===== src/rtl/alu_seq.sv =====
// Handshaked ALU: single-cycle logic/arith ops plus iterative unsigned
// multiply/divide, with a one-deep registered result and flag set.
module alu_seq #(
    parameter int WIDTH = 32,
    parameter int SHW   = $clog2(WIDTH)
) (
    input  logic             clk,
    input  logic             rst_n,
    input  logic             in_valid,
    output logic             in_ready,
    input  logic [WIDTH-1:0] inA,
    input  logic [WIDTH-1:0] inB,
    input  logic [3:0]       ALU_control,
    output logic             out_valid,
    input  logic             out_ready,
    output logic [WIDTH-1:0] Result,
    output logic             Zero_F,
    output logic             Sign_F,
    output logic             Carry_F,
    output logic             Ovf_F,
    output logic             Err_F
);
    localparam int CW = $clog2(WIDTH) + 1;

    localparam logic [3:0] OP_ADD   = 4'b0000;
    localparam logic [3:0] OP_SUB   = 4'b0001;
    localparam logic [3:0] OP_AND   = 4'b0010;
    localparam logic [3:0] OP_SLL   = 4'b0011;
    localparam logic [3:0] OP_OR    = 4'b0100;
    localparam logic [3:0] OP_SRL   = 4'b0101;
    localparam logic [3:0] OP_SRA   = 4'b0110;
    localparam logic [3:0] OP_XOR   = 4'b0111;
    localparam logic [3:0] OP_SLTU  = 4'b1000;
    localparam logic [3:0] OP_SLT   = 4'b1001;
    localparam logic [3:0] OP_MUL   = 4'b1010;
    localparam logic [3:0] OP_MULHU = 4'b1011;
    localparam logic [3:0] OP_DIVU  = 4'b1100;
    localparam logic [3:0] OP_REMU  = 4'b1101;

    typedef enum logic [1:0] {IDLE, BUSY, DONE} state_t;

    state_t             state_q, state_d;
    logic [CW-1:0]      count_q, count_d;
    logic [WIDTH-1:0]   result_q, res_d;
    logic               zero_q, sign_q, carry_q, ovf_q, err_q;
    logic               carry_d, ovf_d, err_d;
    logic               res_load, load_ops, accept;

    // Iterative datapath: hi holds partial product / remainder, lo holds multiplier / quotient.
    logic [WIDTH-1:0]   hi_q, lo_q, b_q, hi_n, lo_n;
    logic               div_q, hisel_q;

    logic [WIDTH-1:0]   sc_res;
    logic               sc_c, sc_v, sc_err, is_multi, start_multi;
    logic [WIDTH:0]     sum_ext;
    logic signed [WIDTH-1:0] a_s, b_s, sra_s;
    logic [SHW-1:0]     shamt;

    function automatic logic is_zero(input logic [WIDTH-1:0] r);
        return (r == '0);
    endfunction

    assign a_s   = inA;
    assign b_s   = inB;
    assign shamt = inB[SHW-1:0];
    assign sra_s = a_s >>> shamt;
    assign sum_ext = {1'b0, inA} + {1'b0, inB};
    assign is_multi = ALU_control inside {OP_MUL, OP_MULHU, OP_DIVU, OP_REMU};
    assign start_multi = is_multi && (inB != '0);

    always_comb begin
        sc_res = '0;
        sc_c   = 1'b0;
        sc_v   = 1'b0;
        sc_err = 1'b0;
        case (ALU_control)
            OP_ADD: begin
                sc_res = sum_ext[WIDTH-1:0];
                sc_c   = sum_ext[WIDTH];
                sc_v   = (inA[WIDTH-1] == inB[WIDTH-1]) && (sc_res[WIDTH-1] != inA[WIDTH-1]);
            end
            OP_SUB: begin
                sc_res = inA - inB;
                sc_c   = (inA < inB);
                sc_v   = (inA[WIDTH-1] != inB[WIDTH-1]) && (sc_res[WIDTH-1] != inA[WIDTH-1]);
            end
            OP_AND:   sc_res = inA & inB;
            OP_OR:    sc_res = inA | inB;
            OP_XOR:   sc_res = inA ^ inB;
            OP_SLTU:  sc_res = {{(WIDTH-1){1'b0}}, (inA < inB)};
            OP_SLT:   sc_res = {{(WIDTH-1){1'b0}}, (a_s < b_s)};
            OP_SLL:   sc_res = inA << shamt;
            OP_SRL:   sc_res = inA >> shamt;
            OP_SRA:   sc_res = sra_s;
            // Only reached with B==0: multiplies are trivially zero, divides take RISC-V style defaults.
            OP_MUL, OP_MULHU: sc_res = '0;
            OP_DIVU:  sc_res = '1;
            OP_REMU:  sc_res = inA;
            default:  sc_err = 1'b1;
        endcase
    end

    logic [WIDTH:0] madd, dsh, ddiff;
    always_comb begin
        madd  = {1'b0, hi_q} + (lo_q[0] ? {1'b0, b_q} : '0);
        dsh   = {hi_q, lo_q[WIDTH-1]};
        ddiff = dsh - {1'b0, b_q};
        if (!div_q) begin
            hi_n = madd[WIDTH:1];
            lo_n = {madd[0], lo_q[WIDTH-1:1]};
        end else if (!ddiff[WIDTH]) begin
            hi_n = ddiff[WIDTH-1:0];
            lo_n = {lo_q[WIDTH-2:0], 1'b1};
        end else begin
            hi_n = dsh[WIDTH-1:0];
            lo_n = {lo_q[WIDTH-2:0], 1'b0};
        end
    end

    assign in_ready = (state_q == IDLE) || ((state_q == DONE) && out_ready);
    assign accept   = in_valid && in_ready;

    always_comb begin
        state_d  = state_q;
        count_d  = count_q;
        res_load = 1'b0;
        load_ops = 1'b0;
        res_d    = sc_res;
        carry_d  = sc_c;
        ovf_d    = sc_v;
        err_d    = sc_err;
        case (state_q)
            IDLE, DONE: begin
                if (accept) begin
                    if (start_multi) begin
                        state_d  = BUSY;
                        count_d  = CW'(WIDTH);
                        load_ops = 1'b1;
                    end else begin
                        state_d  = DONE;
                        res_load = 1'b1;
                    end
                end else if (state_q == DONE && out_ready) begin
                    state_d = IDLE;
                end
            end
            BUSY: begin
                count_d = count_q - 1'b1;
                // The last step's outcome is registered directly, so DONE follows the final step.
                if (count_q == CW'(1)) begin
                    state_d  = DONE;
                    res_load = 1'b1;
                    res_d    = hisel_q ? hi_n : lo_n;
                    carry_d  = 1'b0;
                    ovf_d    = 1'b0;
                    err_d    = 1'b0;
                end
            end
            default: state_d = IDLE;
        endcase
    end

    always_ff @(posedge clk) begin
        if (!rst_n) begin
            state_q  <= IDLE;
            count_q  <= '0;
            result_q <= '0;
            zero_q   <= 1'b0;
            sign_q   <= 1'b0;
            carry_q  <= 1'b0;
            ovf_q    <= 1'b0;
            err_q    <= 1'b0;
        end else begin
            state_q <= state_d;
            count_q <= count_d;
            if (res_load) begin
                result_q <= res_d;
                zero_q   <= is_zero(res_d);
                sign_q   <= res_d[WIDTH-1];
                carry_q  <= carry_d;
                ovf_q    <= ovf_d;
                err_q    <= err_d;
            end
        end
    end

    always_ff @(posedge clk) begin
        if (load_ops) begin
            hi_q    <= '0;
            lo_q    <= inA;
            b_q     <= inB;
            div_q   <= ALU_control[2];
            hisel_q <= ALU_control[0];
        end else if (state_q == BUSY) begin
            hi_q <= hi_n;
            lo_q <= lo_n;
        end
    end

    assign out_valid = (state_q == DONE);
    assign Result    = result_q;
    assign Zero_F    = zero_q;
    assign Sign_F    = sign_q;
    assign Carry_F   = carry_q;
    assign Ovf_F     = ovf_q;
    assign Err_F     = err_q;
endmodule


===== config.mk =====
export PLATFORM = sky130hd
export DESIGN_NAME = alu_seq
export DESIGN_NICKNAME = d
export VERILOG_FILES = /design/src/rtl/alu_seq.sv
export SDC_FILE = /design/constraint.sdc
export NUM_CORES = 1
export LEC_CHECK = 0
export ABC_AREA = 1
export CAP_MARGIN = 25
export CELL_PAD_IN_SITES_DETAIL_PLACEMENT = 1
export CELL_PAD_IN_SITES_GLOBAL_PLACEMENT = 2
export CORE_UTILIZATION = 35
export CTS_CLUSTER_SIZE = 10
export DETAILED_ROUTE_END_ITERATION = 10
export MAX_ROUTING_LAYER = met4
export PLACE_DENSITY_LB_ADDON = 0.1
export SYNTH_ARGS = -nofsm -noshare
export SYNTH_HDL_FRONTEND = slang
export SYNTH_SLANG_ARGS = --single-unit

===== constraint.sdc =====
create_clock -name clk -period 5.73 [get_ports clk]
set_input_delay 1.4325 -clock clk [delete_from_list [all_inputs] [get_ports clk]]
set_output_delay 1.4325 -clock clk [all_outputs]
set_load 0.02 [all_outputs]

Word level (Yosys, flattened, before mapping)
Index checks and enable logic that the tools add are counted.

Logic and storage cells: 102. Bits in registers: 143. Input bits: 72.

$lt $le $gt $ge: 2. Bitwise logic cells: 3. Add/sub/neg operators: 5. Reductions and logical operators: 17. Equality and inequality tests: 24. Multiplexer cells: 35. Shift-type cells: 3.

Operators by type and width (number): $pmux 32 s12 (1); $mux 32 (9); $add 32x32->33 (2); $lt 32x32->1 (2); $sub 33x32->33 (1); $and 32x32->32 (1); $logic_not 32->1 (1); $or 32x32->32 (1); $reduce_bool 32->1 (1); $shl 32x5->32 (1); $shr 32x5->32 (1); $sshr 32x5->32 (1); $sub 32x32->32 (1); $xor 32x32->32 (1); $eq 4x4->1 const B (6); $eq 4x3->1 const B (4); $mux 1 (14); $reduce_or 14->1 (1); $mux 6 (2); $pmux 6 s2 (1); $eq 4x2->1 const B (2); $mux 2 (4); $eq 6x1->1 const B (1); $ne 2x2->1 const B (3); other kinds (18) (27).

Depth between registers and ports, before layout
Gate-level depths: netlist (run 1).

Depth in word-level cells: 7. Mapped depth: 26. Mapped depth without buffers: 25.

Worst setup path before layout (run 1)
Ideal clock, no wire load.

Path type: input -> register. From: in inB[3]. To: reg zero_q (netlist: Zero_F). Required time: 5.658 ns. Cell stages on the path: 23. Slack: 1.520 ns. Arrival time: 4.138 ns. Library setup time: 0.072 ns. Buffers on the path: 4. Cells stage by stage: buf_2 -> inv_1 -> buf_2 -> buf_2 -> buf_2 -> ha_1 -> inv_2 -> nand2_1 -> nand3_1 -> nand2_1 -> nand2_1 -> nand3_1 -> nand2_1 -> nand2_1 -> a21oi_1 -> nor2_1 -> nor2_1 -> nor2_1 -> a21oi_1 -> nand3_1 -> nor3_2 -> nand3_1 -> a21oi_1.

Cells in the longest elaborated chain, start to end: 5. Elaborated cells between the ends (all ways): 19. Classes of those cells: add/sub: 2; order compare: 2; shift: 3; mux: 6; bitwise: 3; reduce/logical: 3.

RTL lines: start: declaration (RTL line 12) `input logic [WIDTH-1:0] inB,`; $sub 32x32->32 (tied with other cells) (RTL line 83) `sc_res = inA - inB;`; $pmux 32 s12 or $logic_and 1x1->1 (tied branches) (RTL line 76, 69); $mux 32 or $mux 1 (tied branches) (RTL line 150, 135); $mux 32 or $mux 1 (tied branches) (RTL line 132, 134); $logic_not 32->1 or $pmux 1 s2 (tied branches) (RTL line 60, 132); end signal: assignment (RTL line 178) `zero_q <= is_zero(res_d);`; end: declaration (RTL line 45) `logic zero_q, sign_q, carry_q, ovf_q, err_q;`.

Parallel ways exist; a longest one is shown, timed or not. A chain may end at the register's enable or synchronous reset.

Final worst setup path (run 1)
From: in inB[16]. To: reg zero_q (netlist: Zero_F).

Cells in the longest elaborated chain, start to end: 5. Elaborated cells between the ends (all ways): 16. Classes of those cells: add/sub: 2; order compare: 2; mux: 6; bitwise: 3; reduce/logical: 3.

RTL lines (RTL line): $sub 32x32->32 (tied with other cells) (83); $pmux 32 s12 or $logic_and 1x1->1 (tied branches) (76, 69); $mux 32 or $mux 1 (tied branches) (150, 135); $mux 32 or $mux 1 (tied branches) (132, 134); $logic_not 32->1 or $pmux 1 s2 (tied branches) (60, 132).

Parallel ways exist; a longest one is shown, timed or not.

==> results.sh, run 1 <==
export IMPL_die_h_um=249
export IMPL_worstPathRequired_ns=6.14
export IMPL_cp_max_fo=9
export IMPL_avgViaCountPerCell=5.90
export IMPL_gp_congestion=1.10
export IMPL_synth_nets=4024
export IMPL_ctsRootBufferMaster="clkbuf_16"
export IMPL_syn_instance_count=3778
export IMPL_combinationalPowerShare=0.600
export IMPL_whs_ns=0.478
export IMPL_clkPwrFrac=0.187
export IMPL_grt_usage=0.429
export IMPL_die_w_um=249
export IMPL_insertion_delay_ns=0.49
export IMPL_htree_levels=4
export IMPL_yosysWarnings=0
export IMPL_post_dp_hpwl_mm=109
export IMPL_finClkSkew_ns=0.0186
export IMPL_clockBufferDepth=2
export IMPL_clkTransAtPathRegs_ns=0.08
export IMPL_place_port_buffers=110
export IMPL_fin_crit_sh=0.962
export IMPL_drc=0
export IMPL_worst_ep_arrival_time_ns=5.92
export IMPL_grt_pass1_vias=28477
export IMPL_p_total_mw=6.49
export IMPL_area_delta_synth_final_pct=16.1
export IMPL_slew_viol_final=0
export IMPL_synth_top_family_by_area="simple AND/OR/NAND/NOR gates"
export IMPL_synth_simple_area_share=0.412
export IMPL_synth_edff_count=66
export IMPL_rows=90
export IMPL_core_area_mm2=0.0602
export IMPL_nNetsFinal=4182
export IMPL_power_frac_seq=0.212
export IMPL_drv_cap=0
export IMPL_intPower_mw=2.99
export IMPL_fin_util=0.411
export IMPL_synth_xor_area_share=0.0111
export IMPL_drive_gt1_frac=0.0694
export IMPL_numCtsBuffers=17
export IMPL_fillers=8370
export IMPL_gr_total_overflow=0
export IMPL_drt_wl_total_mm=131
export IMPL_place_area_mm2=0.0241
export IMPL_synth_compound_area_share=0.186
export IMPL_path_class="in -> reg"
export IMPL_synth_ff_latch_count=142
export IMPL_power_leakage_nw=12.6
export IMPL_outcome="finished clean"
export IMPL_ios=111
export IMPL_p_sw_mw=3.50
export IMPL_swShare=0.540
export IMPL_final_hold_viol_count=0
export IMPL_min_path_cells=2
export IMPL_synth_cell_types=60
export IMPL_initial_utilization=0.354
export IMPL_synthAdderAreaFrac=0.103
export IMPL_cts_setup_buffers=0
export IMPL_end_kind="register"
export IMPL_rsz0062_at_grt="false"
export IMPL_p_per_area_mw_per_mm2=262
export IMPL_postCtsHoldBufs=0
export IMPL_clock_fmax_ghz=0.181
export IMPL_syn_area_mm2=0.0213
export IMPL_antenna_found_initial=4
export IMPL_worst_slew_pin_transition_ns=1.08
export IMPL_grt_max_degree=67
export IMPL_post_route_min_period_ns=5.51
export IMPL_setup_viol=0
export IMPL_cts_tree="built"
export IMPL_start_kind="input pin"
export IMPL_antenna_left=0
export IMPL_synthMuxAreaShare=0
export IMPL_ys_seq_area_frac=0.164
export IMPL_max_vdd_ir_drop_mv=0.225
export IMPL_rr_worst_depth=22
export IMPL_cts_sinks=142
export IMPL_postLayoutCellArea_mm2=0.0248
export IMPL_drt_iter0_markers=2541
export IMPL_synth_top_flop_cell="dfxtp_1"
export IMPL_routedWlPerCell_um=27.7
export IMPL_drtPass1Iterations=8
export IMPL_dieArea_mm2=0.0619
export IMPL_grt_pass1_wl_mm=190
export IMPL_relSlewSlack=0.280
export IMPL_syn_area_per_cell_um2=5.65
export IMPL_synth_async_reset_ratio=0
export IMPL_hold_class="reg -> reg"
export IMPL_vias=27926
## layout by cell type, fill, tap and decap left out, types with 28 or more instances in the layout
master,count
nand4_1,48
ha_1,170
clkdlybuf4s50_1,106
buf_4,163
o22ai_1,28
edfxtp_1,66
inv_1,505
nor2_1,308
o211ai_1,49
o21ai_0,226
nor3_1,43
dfxtp_1,76
a21oi_1,246
nand2_1,1165
nand3_1,429
a31oi_1,42
## power groups by stage
stage | Clock [mW] | Combinational (mW) | Sequential (mW)
after floorplan | 0 | 2.37 | 1.35
after global placement | 0 | 3.70 | 1.39
after detailed placement | 0 | 3.79 | 1.40
after CTS | 1.24 | 3.81 | 1.38
after global routing | 1.26 | 4.21 | 1.39
final | 1.22 | 3.90 | 1.38
## final cells by class
class / instances / area [um^2] / share of cell area
multi-input combinational: 2971 / 15200 / 0.615
sequential: 142 / 3500 / 0.142
timing repair buffer: 282 / 2480 / 0.100
inverter: 522 / 1960 / 0.0792
tap: 782 / 978 / 0.0395
clock buffer: 17 / 425 / 0.0172
clock inverter: 15 / 181 / 0.00733
antenna: 2 / 5.00 / 0.000202
## synthesized netlist by cell type (9+ instances only)
master | n | share of area
nor2_1 | 310 | 0.055
o21a_1 | 12 | 0.0042
edfxtp_1 | 66 | 0.093
nand3_2 | 9 | 0.0042
nand3_1 | 429 | 0.10
and2_1 | 11 | 0.0032
xor2_1 | 17 | 0.0070
a21oi_1 | 246 | 0.058
xnor2_1 | 10 | 0.0041
a31oi_1 | 42 | 0.012
o21bai_1 | 25 | 0.0088
nor3_1 | 43 | 0.010
clkbuf_1 | 74 | 0.013
a211oi_1 | 10 | 0.0035
o21ai_1 | 10 | 0.0023
o22ai_1 | 28 | 0.0082
a21o_1 | 10 | 0.0035
nand3b_1 | 13 | 0.0046
inv_2 | 14 | 0.0025
nand2_2 | 11 | 0.0032
nand4_1 | 48 | 0.014
buf_2 | 52 | 0.012
dfxtp_1 | 76 | 0.071
nor4_1 | 12 | 0.0035
inv_1 | 505 | 0.089
nand2_1 | 1165 | 0.21
ha_1 | 170 | 0.10
o211ai_1 | 49 | 0.017
o21ai_0 | 226 | 0.053
## per-stage QoR
| step | worst slack [ns] | TNS [ns] | cells |
|---|---|---|---|
| after global routing | 0.0472 | 0 | 4733 |
| after detailed placement | -0.382 | -0.581 | 4699 |
| after CTS | 0.142 | 0 | 4731 |
| final | 0.216 | 0 | 4733 |
| after global placement | -0.446 | -0.680 | 4698 |
| after floorplan | 1.52 | 0 | 3778 |
## path summary, 6_finish.rpt
kind / from / end / slack, ns
hold reg to reg: Err_F / Err_F / 0.48
setup / recovery: inB[16] / Zero_F / 0.22
hold / removal: Err_F / Err_F / 0.48
setup reg to reg: lo_q[31] / Zero_F / 1.52
## worst max-delay path: stages
cell	delay (ns)
clkdlybuf4s50_1	0.68
inv_1	0.20
ha_1	0.56
nand2_1	0.18
nor2_1	0.16
inv_1	0.10
nor2_2	0.30
nand4_1	0.33
nand3_1	0.19
nand2_1	0.06
nand3_1	0.25
nand3b_1	0.14
nor2_1	0.14
buf_4	0.16
nor2_1	0.05
a21oi_1	0.38
nand2_1	0.10
nor2_1	0.10
nand3_1	0.08
nor2_1	0.10
nand3_1	0.08
a21oi_1	0.14
## routing by layer
| layer | track usage | wire [um] | vias to the layer above |
|---|---|---|---|
| li1 | - | - | 12755 |
| met1 | 0.485 | 50500 | 13495 |
| met2 | 0.676 | 59000 | 1268 |
| met3 | 0.0674 | 9030 | 408 |
| met4 | 0.345 | 12500 | 0 |
| met5 | - | 0 | - |
## cell families (layout without fill, tap and decap cells)
kind of cell               count (synthesis)  in the layout
other                                      0              2
adders and majority gates                174            174
xor gates and xnor gates                  27             27
AOI/OAI and AO/OA                        694            694
DFF                                      142            142
and+or+nand+nor                         2076           2076
buffers and inverters                    665            836
## sequential cells by signal, summed over array words and instances, names as in the netlist, 2 cells and up
register	cells
count_q	6
lo_q	32
Result	32
b_q	32
state_q	2
hi_q	32
## timing repair
item / in CTS / in global routing
gates resized for setup: 0 / 1
hold endpoints to repair: 0 / 0
endpoints found under the setup margin: 0 / 1
No activity file was read; power rests on OpenSTA's default activity.
==> inputs of run 2 (changes only) <==
ABC_AREA = not set   (was 1)
CORE_UTILIZATION = 40   (was 35)
==> results.sh, run 2 <==
export IMPL_outcome="finished clean"
export IMPL_hold_class="reg -> reg"
export IMPL_grt_usage=0.447
export IMPL_drt_wl_total_mm=120
export IMPL_yosysMostFrequentCell="nand2_1"
export IMPL_gp_congestion=1.04
export IMPL_grt_max_degree=75
export IMPL_dp_cells=3881
export IMPL_rr_worst_depth=16
export IMPL_min_path_cells=2
export IMPL_clkTransAtPathRegs_ns=0.07
export IMPL_fillers=6527
export IMPL_p_total_mw=6.41
export IMPL_post_route_min_period_ns=5.65
export IMPL_worst_slew_pin_transition_ns=1.13
export IMPL_cp_max_fo=6
export IMPL_setup_viol=0
export IMPL_layout_commonest_cell="buf_4"
export IMPL_ys_seq_area_frac=0.164
export IMPL_clockBufferDepth=2
export IMPL_swShare=0.486
export IMPL_synth_nets=3094
export IMPL_avgViaCountPerCell=6.65
export IMPL_antenna_found_initial=2
export IMPL_cts_sinks=142
export IMPL_synth_simple_area_share=0.214
export IMPL_synth_xor_area_share=0.0275
export IMPL_vias=26045
export IMPL_grt_pass1_vias=26459
export IMPL_ctsRootBufferMaster="clkbuf_16"
export IMPL_final_hold_viol_count=0
export IMPL_power_frac_seq=0.212
export IMPL_whs_ns=0.457
export IMPL_synth_top_flop_cell="dfxtp_1"
export IMPL_drc=0
export IMPL_syn_instance_count=2848
export IMPL_cts_tree="built"
export IMPL_antenna_left=0
export IMPL_worst_ep_arrival_time_ns=6.03
export IMPL_synth_top_area_frac=0.0997
export IMPL_combinationalPowerShare=0.606
export IMPL_drt_iter0_markers=2821
export IMPL_grt_pass1_wl_mm=175
export IMPL_drv_cap=0
export IMPL_worstReg2RegStart="lo_q[0]"
export IMPL_numCtsBuffers=17
export IMPL_rows=84
export IMPL_intPower_mw=3.30
export IMPL_nNetsFinal=3460
export IMPL_end_kind="register"
export IMPL_fin_crit_sh=0.985
export IMPL_insertion_delay_ns=0.48
export IMPL_ios=111
export IMPL_clock_fmax_ghz=0.177
export IMPL_max_vdd_ir_drop_mv=0.257
export IMPL_start_kind="input pin"
export IMPL_p_per_area_mw_per_mm2=241
export IMPL_core_area_mm2=0.0527
export IMPL_htree_levels=4
export IMPL_synth_common_cells="266 x nand2_1, 265 x nor2_1, 247 x a21oi_1"
export IMPL_finClkSkew_ns=0.0154
export IMPL_crit_family="simple AND/OR/NAND/NOR gates"
export IMPL_area_delta_synth_final_pct=24.7
export IMPL_synthMuxAreaShare=0.119
export IMPL_clkPwrFrac=0.182
export IMPL_power_leakage_nw=11.3
export IMPL_initial_utilization=0.405
export IMPL_mostFrequentLayoutCells="448 x buf_4, 266 x nand2_1, 263 x nor2_1, 246 x a21oi_1, 179 x o21ai_0"
export IMPL_path_class="in -> reg"
export IMPL_relSlewSlack=0.237
export IMPL_synth_area_leaders="ha_1 10%, edfxtp_1 9.3%, dfxtp_1 7.1%"
export IMPL_fin_cells=3916
export IMPL_syn_area_per_cell_um2=7.49
export IMPL_p_sw_mw=3.12
export IMPL_slowest_delay_ns=0.68
export IMPL_yosysTopAreaCell="ha_1"
export IMPL_post_dp_hpwl_mm=96.0
export IMPL_synth_top_family_by_area="compound AO/OA/AOI/OAI gates"
export IMPL_synth_compound_area_share=0.297
export IMPL_routedWlPerCell_um=30.5
export IMPL_drtPass1Iterations=8
export IMPL_reg2reg_to="Zero_F"
export IMPL_synth_async_reset_ratio=0
export IMPL_path_cells="clkdlybuf4s50_1 -> buf_4 -> mux4_1 -> mux2i_1 -> a211oi_1 -> o32ai_1 -> buf_4 -> a311o_1 -> nand4bb_1 -> nand4b_1 -> nor4_1 -> buf_4 -> nor4b_2 -> and4_1 -> nand4b_1 -> o41ai_2"
export IMPL_hold_path_startpoint="Result[15]"
export IMPL_yosysWarnings=0
export IMPL_place_port_buffers=110
export IMPL_slowest_stage="clkdlybuf4s50_1"
export IMPL_dieArea_mm2=0.0543
export IMPL_synth_cell_types=97
export IMPL_holdPathEnd="Result[15]"
export IMPL_synthAdderAreaFrac=0.103
export IMPL_syn_area_mm2=0.0213
export IMPL_gr_total_overflow=0
export IMPL_worstPathRequired_ns=6.11
export IMPL_critPathBufInv=4
export IMPL_reg2reg_setup_slack_ns=0.54
export IMPL_die_h_um=233
export IMPL_postCtsHoldBufs=0
export IMPL_rsz0062_at_grt="false"
export IMPL_die_w_um=233
export IMPL_drive_gt1_frac=0.194
export IMPL_synth_ff_latch_count=142
export IMPL_path_common_cell="buf_4"
export IMPL_slew_viol_final=0
export IMPL_synth_edff_count=66
-- run 2: worst reg2reg max path, stage by stage (launching register included) --
cell and delay [ns]:
edfxtp_1 0.61, and2_1 0.24, ha_1 0.24, fa_1 0.49
a21oi_1 0.26, o21ai_0 0.15, a21oi_1 0.48, o21ai_0 0.38
xnor2_1 0.28, a221oi_1 0.40, o2111ai_1 0.28, nor4_1 0.34
buf_4 0.15, nor4b_2 0.19, and4_1 0.26, nand4b_1 0.13
o41ai_2 0.21
-- run 2: stage by stage --
step	TNS (ns)	worst slack (ns)	instance area (um^2)	utilization
after floorplan	0	0.0319	21300	-
after global placement	-2.39	-0.605	26000	0.493
after detailed placement	-0.517	-0.451	26000	0.493
after CTS	0	0.134	26600	0.504
after global routing	0	0.00140	26600	0.505
final	0	0.0842	26600	0.505
-- run 2: cell families (layout without fill, tap and decap cells) --
kind of cell             after synthesis  after routing
adder cells (fa/ha/maj)              174            174
AO/OA/AOI/OAI                        950            950
buffers and inverters                384            763
AND/OR/NAND/NOR                      950            950
other                                  0              1
XOR/XNOR                              67             67
multiplexers                         181            181
flip-flops                           142            142
-- run 2: per-layer routing --
| metal | wire length [um] | vias to the layer above | GRT usage |
|---|---|---|---|
| li1 | - | 11380 | - |
| met4 | 7930 | 0 | 0.263 |
| met2 | 54900 | 1315 | 0.710 |
| met5 | 0 | - | - |
| met1 | 47900 | 12972 | 0.541 |
| met3 | 8840 | 378 | 0.0587 |
-- run 2: worst max path at each step --
stage,start,end,slack (ns),depth (start not counted)
after floorplan,inB[3],Zero_F,0.03,20
after global placement,inA[1],Zero_F,-0.60,18
after detailed placement,inA[0],Zero_F,-0.45,20
after CTS,inA[0],Zero_F,0.13,20
after global routing,inA[0],Zero_F,0.001,20
final,inA[15],Zero_F,0.08,16
-- run 2: timing repair --
| action | CTS | global route |
|---|---|---|
| resized for setup | 0 | 10 |
| pin swaps | 1 | 4 |
| endpoints found under the hold margin | 0 | 0 |
| setup buffers | 1 | 1 |
| endpoints found under the setup margin | 1 | 1 |
-- run 2: area by class of cell --
cell class | count | area [um^2] | area share
well taps | 688 | 861 | 0.0323
clock inverters | 15 | 163 | 0.00611
inverters | 161 | 604 | 0.0227
repair buffers | 570 | 4690 | 0.176
diodes | 1 | 2.50 | 0.0000940
clock buffers | 17 | 425 | 0.0160
flip-flops and latches | 142 | 3500 | 0.132
multi-input cells | 2322 | 16400 | 0.615
-- run 2: power by group through the flow --
stage          logic, mW  clock network (mW)  registers (mW)
2_1_floorplan       2.22                   0            1.34
3_3_place_gp        3.61                   0            1.37
3_5_place_dp        3.70                   0            1.38
4_1_cts             3.75                1.17            1.36
5_1_grt             4.09                1.21            1.37
6_report            3.89                1.17            1.36
